File: config.mk
export PLATFORM = sky130hd
export DESIGN_NAME = path_delay_probe
export DESIGN_NICKNAME = d
export VERILOG_FILES = /design/src/rtl/path_delay_probe_pkg.sv /design/src/rtl/path_delay_probe_sync.sv /design/src/rtl/path_delay_probe.sv
export SDC_FILE = /design/constraint.sdc
export NUM_CORES = 1
export LEC_CHECK = 0
export CORE_AREA = 4 4 88 90
export DETAILED_ROUTE_END_ITERATION = 12
export DIE_AREA = 0 0 92 94
export GPL_TIMING_DRIVEN = 0
export PLACE_DENSITY = 0.9
export REMOVE_ABC_BUFFERS = 1
export SYNTH_ARGS = -nofsm -noshare
export SYNTH_HDL_FRONTEND = slang
export SYNTH_SLANG_ARGS = --single-unit
File: constraint.sdc
create_clock -name i_clk -period 3.1 [get_ports i_clk]
set_input_delay 0.62 -clock i_clk [delete_from_list [all_inputs] [get_ports i_clk]]
set_output_delay 0.62 -clock i_clk [all_outputs]
set_load 0.01 [all_outputs]
File: src/rtl/path_delay_probe_pkg.sv
// Shared types and defaults for the path delay probe.
// The accumulator is sized so that every trial can hit the counter limit without overflowing.
package path_delay_probe_pkg;

   typedef enum logic [2:0] {
      ST_IDLE   = 3'd0,
      ST_SETTLE = 3'd1,
      ST_LAUNCH = 3'd2,
      ST_WAIT   = 3'd3,
      ST_FINISH = 3'd4
   } state_e;

   localparam int DEF_CNT_W       = 16;
   localparam int DEF_TRIALS_LOG2 = 3;
   localparam int DEF_SYNC_STAGES = 2;
   localparam int DEF_SETTLE_CYC  = 32;
   localparam int DEF_TIMEOUT_CYC = 4096;
   localparam int DEF_PATH_INV    = 0;

   function automatic int sum_width(input int cnt_w, input int trials_log2);
      return cnt_w + trials_log2;
   endfunction

endpackage

File: src/rtl/path_delay_probe_sync.sv
// Multi-flop synchronizer for the asynchronous path output.
// The flops are kept and grouped so the tools treat them as one synchronizer.
module probe_sync
#(
   parameter int STAGES = 2
)(
   input  logic i_clk,
   input  logic i_rst_n,
   input  logic i_d,
   output logic o_q
);

   (* async_reg = "true", keep = "true" *) logic [STAGES-1:0] r_sync;

   // shift the sampled path output through the synchronizer chain
   always_ff @(posedge i_clk or negedge i_rst_n) begin
      if (!i_rst_n) begin
         r_sync <= '0;
      end else begin
         r_sync <= {r_sync[STAGES-2:0], i_d};
      end
   end

   assign o_q = r_sync[STAGES-1];

endmodule

File: src/rtl/path_delay_probe.sv
// Delay-path measurement controller: launches edges into a chain, times their arrival
// through a synchronizer and accumulates the cycle counts over 2^TRIALS_LOG2 trials.
module path_delay_probe
   import path_delay_probe_pkg::*;
#(
   parameter int CNT_W       = DEF_CNT_W,
   parameter int TRIALS_LOG2 = DEF_TRIALS_LOG2,
   parameter int SYNC_STAGES = DEF_SYNC_STAGES,
   parameter int SETTLE_CYC  = DEF_SETTLE_CYC,
   parameter int TIMEOUT_CYC = DEF_TIMEOUT_CYC,
   parameter int PATH_INV    = DEF_PATH_INV
)(
   input  logic                                          i_clk,
   input  logic                                          i_rst_n,
   input  logic                                          i_start,
   output logic                                          o_busy,
   output logic                                          o_done,
   output logic                                          o_timeout,
   output logic [sum_width(CNT_W, TRIALS_LOG2)-1:0]      o_delay_sum,
   output logic                                          o_path_drive,
   input  logic                                          i_path_sense
);

   localparam int SUM_W  = sum_width(CNT_W, TRIALS_LOG2);
   localparam int TRL_W  = TRIALS_LOG2 + 1;
   localparam int TRIALS = 1 << TRIALS_LOG2;
   localparam logic [CNT_W-1:0] TMO_LIM    = CNT_W'(TIMEOUT_CYC);
   localparam logic [CNT_W-1:0] SET_LAST   = CNT_W'(SETTLE_CYC - 1);
   localparam logic [TRL_W-1:0] TRIAL_LAST = TRL_W'(TRIALS - 1);
   localparam logic             INV        = 1'(PATH_INV);

   state_e             r_state,     w_state_nxt;
   logic [CNT_W-1:0]   r_cnt,       w_cnt_nxt;
   logic [CNT_W-1:0]   r_match_cnt, w_match_cnt_nxt;
   logic [TRL_W-1:0]   r_trial,     w_trial_nxt;
   logic [SUM_W-1:0]   r_sum,       w_sum_nxt;
   logic               r_drive,     w_drive_nxt;
   logic               r_timeout,   w_timeout_nxt;
   logic               r_busy,      w_busy_nxt;
   logic               r_done,      w_done_nxt;
   logic               w_sense_sync;
   logic               w_match;
   logic [CNT_W-1:0]   w_cnt_inc;

   probe_sync #(.STAGES(SYNC_STAGES)) u_sync (
      .i_clk   (i_clk),
      .i_rst_n (i_rst_n),
      .i_d     (i_path_sense),
      .o_q     (w_sense_sync)
   );

   assign w_match   = (w_sense_sync == (r_drive ^ INV));
   assign w_cnt_inc = r_cnt + CNT_W'(1);

   // state register
   always_ff @(posedge i_clk or negedge i_rst_n) begin
      if (!i_rst_n) begin
         r_state <= ST_IDLE;
      end else begin
         r_state <= w_state_nxt;
      end
   end

   // next-state, counter and accumulator decisions
   always_comb begin
      w_state_nxt     = r_state;
      w_cnt_nxt       = r_cnt;
      w_match_cnt_nxt = r_match_cnt;
      w_trial_nxt     = r_trial;
      w_sum_nxt       = r_sum;
      w_drive_nxt     = r_drive;
      w_timeout_nxt   = r_timeout;
      case (r_state)
         ST_IDLE: begin
            if (i_start) begin
               w_state_nxt     = ST_SETTLE;
               w_cnt_nxt       = '0;
               w_match_cnt_nxt = '0;
               w_trial_nxt     = '0;
               w_sum_nxt       = '0;
               w_timeout_nxt   = 1'b0;
            end else begin
               w_state_nxt = ST_IDLE;
            end
         end
         ST_SETTLE: begin
            if (w_match && (r_match_cnt == SET_LAST)) begin
               w_state_nxt = ST_LAUNCH;
            end else if (w_cnt_inc == TMO_LIM) begin
               w_timeout_nxt = 1'b1;
               w_state_nxt   = ST_FINISH;
            end else begin
               w_cnt_nxt       = w_cnt_inc;
               w_match_cnt_nxt = w_match ? (r_match_cnt + CNT_W'(1)) : '0;
            end
         end
         ST_LAUNCH: begin
            w_drive_nxt = ~r_drive;
            w_cnt_nxt   = '0;
            w_state_nxt = ST_WAIT;
         end
         ST_WAIT: begin
            // r_cnt lags the edge count by one, hence the +1 on the accumulated value
            if (w_match) begin
               w_sum_nxt   = r_sum + SUM_W'(r_cnt) + SUM_W'(1);
               w_trial_nxt = r_trial + TRL_W'(1);
               if (r_trial == TRIAL_LAST) begin
                  w_state_nxt = ST_FINISH;
               end else begin
                  w_state_nxt     = ST_SETTLE;
                  w_cnt_nxt       = '0;
                  w_match_cnt_nxt = '0;
               end
            end else if (w_cnt_inc == TMO_LIM) begin
               w_timeout_nxt = 1'b1;
               w_state_nxt   = ST_FINISH;
            end else begin
               w_cnt_nxt = w_cnt_inc;
            end
         end
         ST_FINISH: begin
            w_state_nxt = ST_IDLE;
         end
         default: begin
            w_state_nxt = ST_IDLE;
         end
      endcase
      w_busy_nxt = (w_state_nxt == ST_SETTLE) || (w_state_nxt == ST_LAUNCH) ||
                   (w_state_nxt == ST_WAIT);
      w_done_nxt = (w_state_nxt == ST_FINISH);
   end

   // datapath and output registers
   always_ff @(posedge i_clk or negedge i_rst_n) begin
      if (!i_rst_n) begin
         r_cnt       <= '0;
         r_match_cnt <= '0;
         r_trial     <= '0;
         r_sum       <= '0;
         r_drive     <= 1'b0;
         r_timeout   <= 1'b0;
         r_busy      <= 1'b0;
         r_done      <= 1'b0;
      end else begin
         r_cnt       <= w_cnt_nxt;
         r_match_cnt <= w_match_cnt_nxt;
         r_trial     <= w_trial_nxt;
         r_sum       <= w_sum_nxt;
         r_drive     <= w_drive_nxt;
         r_timeout   <= w_timeout_nxt;
         r_busy      <= w_busy_nxt;
         r_done      <= w_done_nxt;
      end
   end

   assign o_busy       = r_busy;
   assign o_done       = r_done;
   assign o_timeout    = r_timeout;
   assign o_delay_sum  = r_sum;
   assign o_path_drive = r_drive;

endmodule

; Word-level counts from Yosys, hierarchy flattened
; Cells that the tools add are included.
[classes]
n_addsub = 5
n_mul = 0
div = 0
order_cmp = 0
eq_ne = 18
shift = 0
mux = 28
bitwise_logic = 1
n_reduce_logical = 11
[op_table]
columns = operator, n
row1 = $mux 16, 9
row2 = $pmux 16 s4, 1
row3 = $pmux 16 s3, 1
row4 = $mux 19, 2
row5 = $pmux 19 s2, 1
row6 = $add 16x1->16 const B, 2
row7 = $add 19x1->19 const B, 1
row8 = $add 19x16->19, 1
row9 = $eq 16x13->1 const B, 1
row10 = $eq 16x5->1 const B, 1
row11 = $eq 3x2->1 const B, 4
row12 = $mux 3, 4
row13 = $ne 2x2->1 const B, 6
row14 = $pmux 3 s4, 1
row15 = $mux 4, 2
row16 = $pmux 4 s2, 1
row17 = $reduce_and 4->1, 2
row18 = $eq 3x1->1 const B, 2
row19 = $reduce_and 6->1, 1
row20 = $mux 1, 5
row21 = $add 4x1->4 const B, 1
row22 = $eq 4x3->1 const B, 1
row23 = $reduce_bool 4->1, 1
row24 = $eq 3x3->1 const B, 1
row25 = 10 further kinds, 11
[word_totals]
ff_bits = 64
latchBits = 0
mem_bits_rw = 0
rom_bits = 0
inputBits = 4
out_inout_bits = 23
elab_cells = 73
n_memories = 0

; Longest topological paths before layout
[depth]
ltp_word = 8
mapped_depth = 11
ltp_nobuf = 10

; Modules after synthesis
; From an unflattened synthesis, not the netlist that was laid out.
[hier_totals]
hier_cells = 484
hier_area_um2 = 4241.6
[by_module_without_submodules]
columns = module, n_inst, cells_per_inst, area_each_um2, seq_area_each_um2
row1 = path_delay_probe, 1, 481, 4184.0, 1551.5
row2 = probe_sync, 1, 3, 57.6, 50.0

; Worst setup path after synthesis
; Ideal clock, no wire load.
[synth_path]
path_type = input to register
startpoint = in i_start
endpoint = reg r_match_cnt[14]
setup_ps = 124
t_arrival_ps = 2715
t_required_ps = 2976
path_slack_ps = 261
stages = 8
path_buffers = 2
path_cell_list = or4b_4 o311a_1 o22ai_2 o311ai_2 or3b_1 buf_2 buf_6 a211o_1
[synth_between]
elab_chain_cells = 2
[synth_rtl]
columns = element, line_no
row1 = start: declaration, path_delay_probe.sv:15  ; input logic i_start,
row2 = $ne 2x2->1 (no line), n/a
row3 = $reduce_and 6->1 (no line), n/a
row4 = end signal: assignment, path_delay_probe.sv:146  ; r_match_cnt <= w_match_cnt_nxt;
row5 = end: declaration, path_delay_probe.sv:34  ; logic [CNT_W-1:0] r_match_cnt, w_match_cnt_nxt;
; Every way passes these cells.
; A chain may end at the register's enable or synchronous reset.

; Final worst setup path
[layout_path]
startpoint = in i_start
endpoint = reg r_match_cnt[6]
; Same word-level chain as after synthesis.

==> qor.csv <==
stage;metric;value;unit
timing;finalHoldViolations;0;
layout;diodes;0;
floorplan;die-area;8650;um2
critical_path;path_delay_family;simple AND/OR/NAND/NOR gates;
critical_path;max_stage_delay;0.60;ns
logic_synthesis;ys.warnings.count;0;
job;max_cap_viol_count;0;
detailed_routing;drc_errors;0;
timing;finalMaxSlewViolations;0;
cts;clock_sinks;64;
global_routing;grt_max_degree;65;
logic_synthesis;syn_area;4050;um2
cts;cts.path.max_buffers;2;
critical_path;rr_endpoint;r_match_cnt[6];
hold_path;hold_path.class;register to register;
logic_synthesis;yosys.cell_count.top_type;dfrtp_1;
cts;cts.clk_slew.worst_paths;0.07;ns
critical_path;crit_buf_inv;1;
global_routing;grt_pass1_vias;3655;
cts;clk_latency;0.36;ns
global_routing;grt_pass1_wl;17300;um
critical_path;endpoint;r_match_cnt[6];
logic_synthesis;synth_top_area_frac;0.395;
timing;holdWs;0.350;ns
detailed_routing;drt_iter0_markers;292;
run_status;status;finished clean;
cts;cts_tree;yes;
critical_path;worst-r2r-cell-count;8;
floorplan;io_pins;27;
cts;cts_hold_buffers;0;
global_routing;overflow;0;
placement;place.gp.congestion;0.868;
power_and_ir_drop;peakVddDrop;293;uV
placement;io_buffers;26;
cts;clock-root-buffer;clkbuf_8;
timing;setup-tns-final;0;ns
critical_path;r2r_slack;0.10;ns
detailed_routing;post_drt_wl_per_cell;17.9;um
critical_path;cp.depth;7;
detailed_routing;via_per_inst;6.53;
layout;drive_gt1_frac;0.102;
critical_path;r2r_start;r_cnt[1];
logic_synthesis;syn_inst;452;
logic_synthesis;ys.flop_type;dfrtp_1;
global_routing;gr-usage-all-layers;0.249;
logic_synthesis;yosys-top-cells-count;64 x dfrtp_1, 47 x nand2_1, 37 x nor2_1;
layout;nets;507;
placement;hpwl;6650;um
timing;fmax;331;MHz
critical_path;crit_fanout;14;
detailed_routing;firstDrtPassIters;5;
logic_synthesis;synth-seq-cells;64;
detailed_routing;detail-route-antenna-nets;0;
cts;cts_buffers;9;
logic_synthesis;avgSynthCellArea;8.96;um2
timing;finalSetupViolations;0;
critical_path;cp-end-kind;register;
power_and_ir_drop;p_per_area;369;nW/um2
detailed_routing;drt-total-wl;10500;um
timing;tightest_slew;1.15;ns
layout;final_area;4740;um2
timing;finalCritPeriodShare;0.974;
logic_synthesis;synth_top_cell_by_area;dfrtp_1;
placement;dpl_cell_area;4360;um2
power_and_ir_drop;leakage;2.07;nW
floorplan;die_w;92;um
floorplan;initial_utilization;0.574;
logic_synthesis;synth_area_leaders;dfrtp_1 40%, ha_1 5.9%, nand2_1 4.4%;
critical_path;timing.critical_path.from;i_start;
cts;htreeDepth;3;
timing;slew-limit-headroom;0.232;
critical_path;path_cells;clkdlybuf4s50_1, or4b_4, o311a_1, o22ai_4, o311ai_4, or3b_4, a221o_1;
logic_synthesis;synth.distinct_cells;55;
logic_synthesis;ys_seq_area_frac;0.395;
critical_path;crit_type;primary input to register;
layout;synthToLayoutAreaGrowth;17.1;%
timing;fin_skew;0.0113;ns
critical_path;crit_required;3.34;ns
logic_synthesis;synth_edf_count;0;
timing;final.min_clock_period;3.02;ns
floorplan;core;7060;um2
critical_path;slowest_stage;or4b_4;
floorplan;rows;31;
logic_synthesis;synthArstFlopShare;1.00;
global_routing;antenna_found_initial;0;
power_and_ir_drop;power;1.75;mW
critical_path;arrival;3.26;ns
critical_path;start_kind;primary input;
floorplan;die_h;94;um
detailed_routing;vias;3832;
## per-layer routing
| metal | track usage | share of wire |
|---|---|---|
| met5 | 0 | 0 |
| met4 | 0.0693 | 0.021 |
| met3 | 0.0545 | 0.061 |
| met2 | 0.446 | 0.51 |
| met1 | 0.303 | 0.41 |
## final cells by class
type / instances / area, um2
inverters: 9 / 33.8
fillers: 553 / 2310
clock inverters: 5 / 78.8
flip-flops and latches: 64 / 1610
well taps: 99 / 124
repair buffers: 34 / 318
clock buffers: 11 / 151
multi-input cells: 365 / 2430
## cell families after synthesis
group	share of synthesized area
compound gates	0.198
xor+xnor	0.0541
fa+ha+maj	0.0636
buf+inv	0.0263
flops	0.395
mux	0.0148
simple gates	0.248
## through the flow
stage	cells	setup slack (ns)	utilization
after floorplan	436	-0.000101	-
after global placement	561	-0.935	0.618
after detailed placement	561	-0.987	0.618
after CTS	580	0.000628	0.659
after global routing	587	-0.0264	0.672
final	587	0.0792	0.672
## worst register-to-register path: cells and delay by family (launching register included)
kind | cells | cell delay, ns
buf+inv | 1 | 0.23
flops | 1 | 0.47
simple gates | 5 | 1.24
compound gates | 2 | 0.95
## how the worst min path moves through the flow
stage | cells after the start | startpoint | slack (ns) | end
after floorplan | 0 | i_rst_n | 0.32 | o_busy
after CTS | 0 | u_sync.r_sync[0] | 0.35 | u_sync.r_sync[1]
after global placement | 0 | u_sync.r_sync[0] | 0.33 | u_sync.r_sync[1]
after global routing | 0 | u_sync.r_sync[0] | 0.36 | u_sync.r_sync[1]
after detailed placement | 0 | u_sync.r_sync[0] | 0.34 | u_sync.r_sync[1]
final | 0 | u_sync.r_sync[0] | 0.35 | u_sync.r_sync[1]
## repair_timing
action                                  in CTS  in global routing
setup buffers                                2                  6
cloned                                       1                  1
endpoints found under the setup margin      25                 26
hold endpoints to repair                     0                  0
resized for setup                            7                 12
pin swaps                                    2                  4
## power breakdown
group,internal [mW],switching (mW)
clock network,0.495,0.344
registers,0.842,0.00758
logic,0.0195,0.0402
total,1.36,0.392
## placed cells by master (no fill, tap or decap), types with 6 or more instances in the layout
master           Yosys  layout
xor2_1              18      18
a211o_1              7       7
nor2_1              37      37
o211ai_1            10      10
inv_1                9       9
nand4_1              9      10
a21oi_1             20      19
nand3_1             29      28
mux2i_1              6       6
nor3_1               8       6
clkbuf_8             0      11
o21ai_0             27      26
nand2_1             47      46
nor4_1              11      10
ha_1                19      19
dfrtp_1             64      59
xnor2_1              7       7
or4_1                7       7
a21o_1              12      12
or3_1               10      10
clkdlybuf4s50_1      0      25
buf_4                0       9
and3_1              11      11
o31ai_1              7       7
## flip-flops by register name, summed over array words and instances, names as in the netlist
signal / count
o_delay_sum: 19
r_cnt: 16
r_match_cnt: 16
r_trial: 4
r_state: 3
u_sync.r_sync: 2
o_busy: 1
o_done: 1
o_path_drive: 1
o_timeout: 1
No activity file was read; power rests on OpenSTA's default activity.
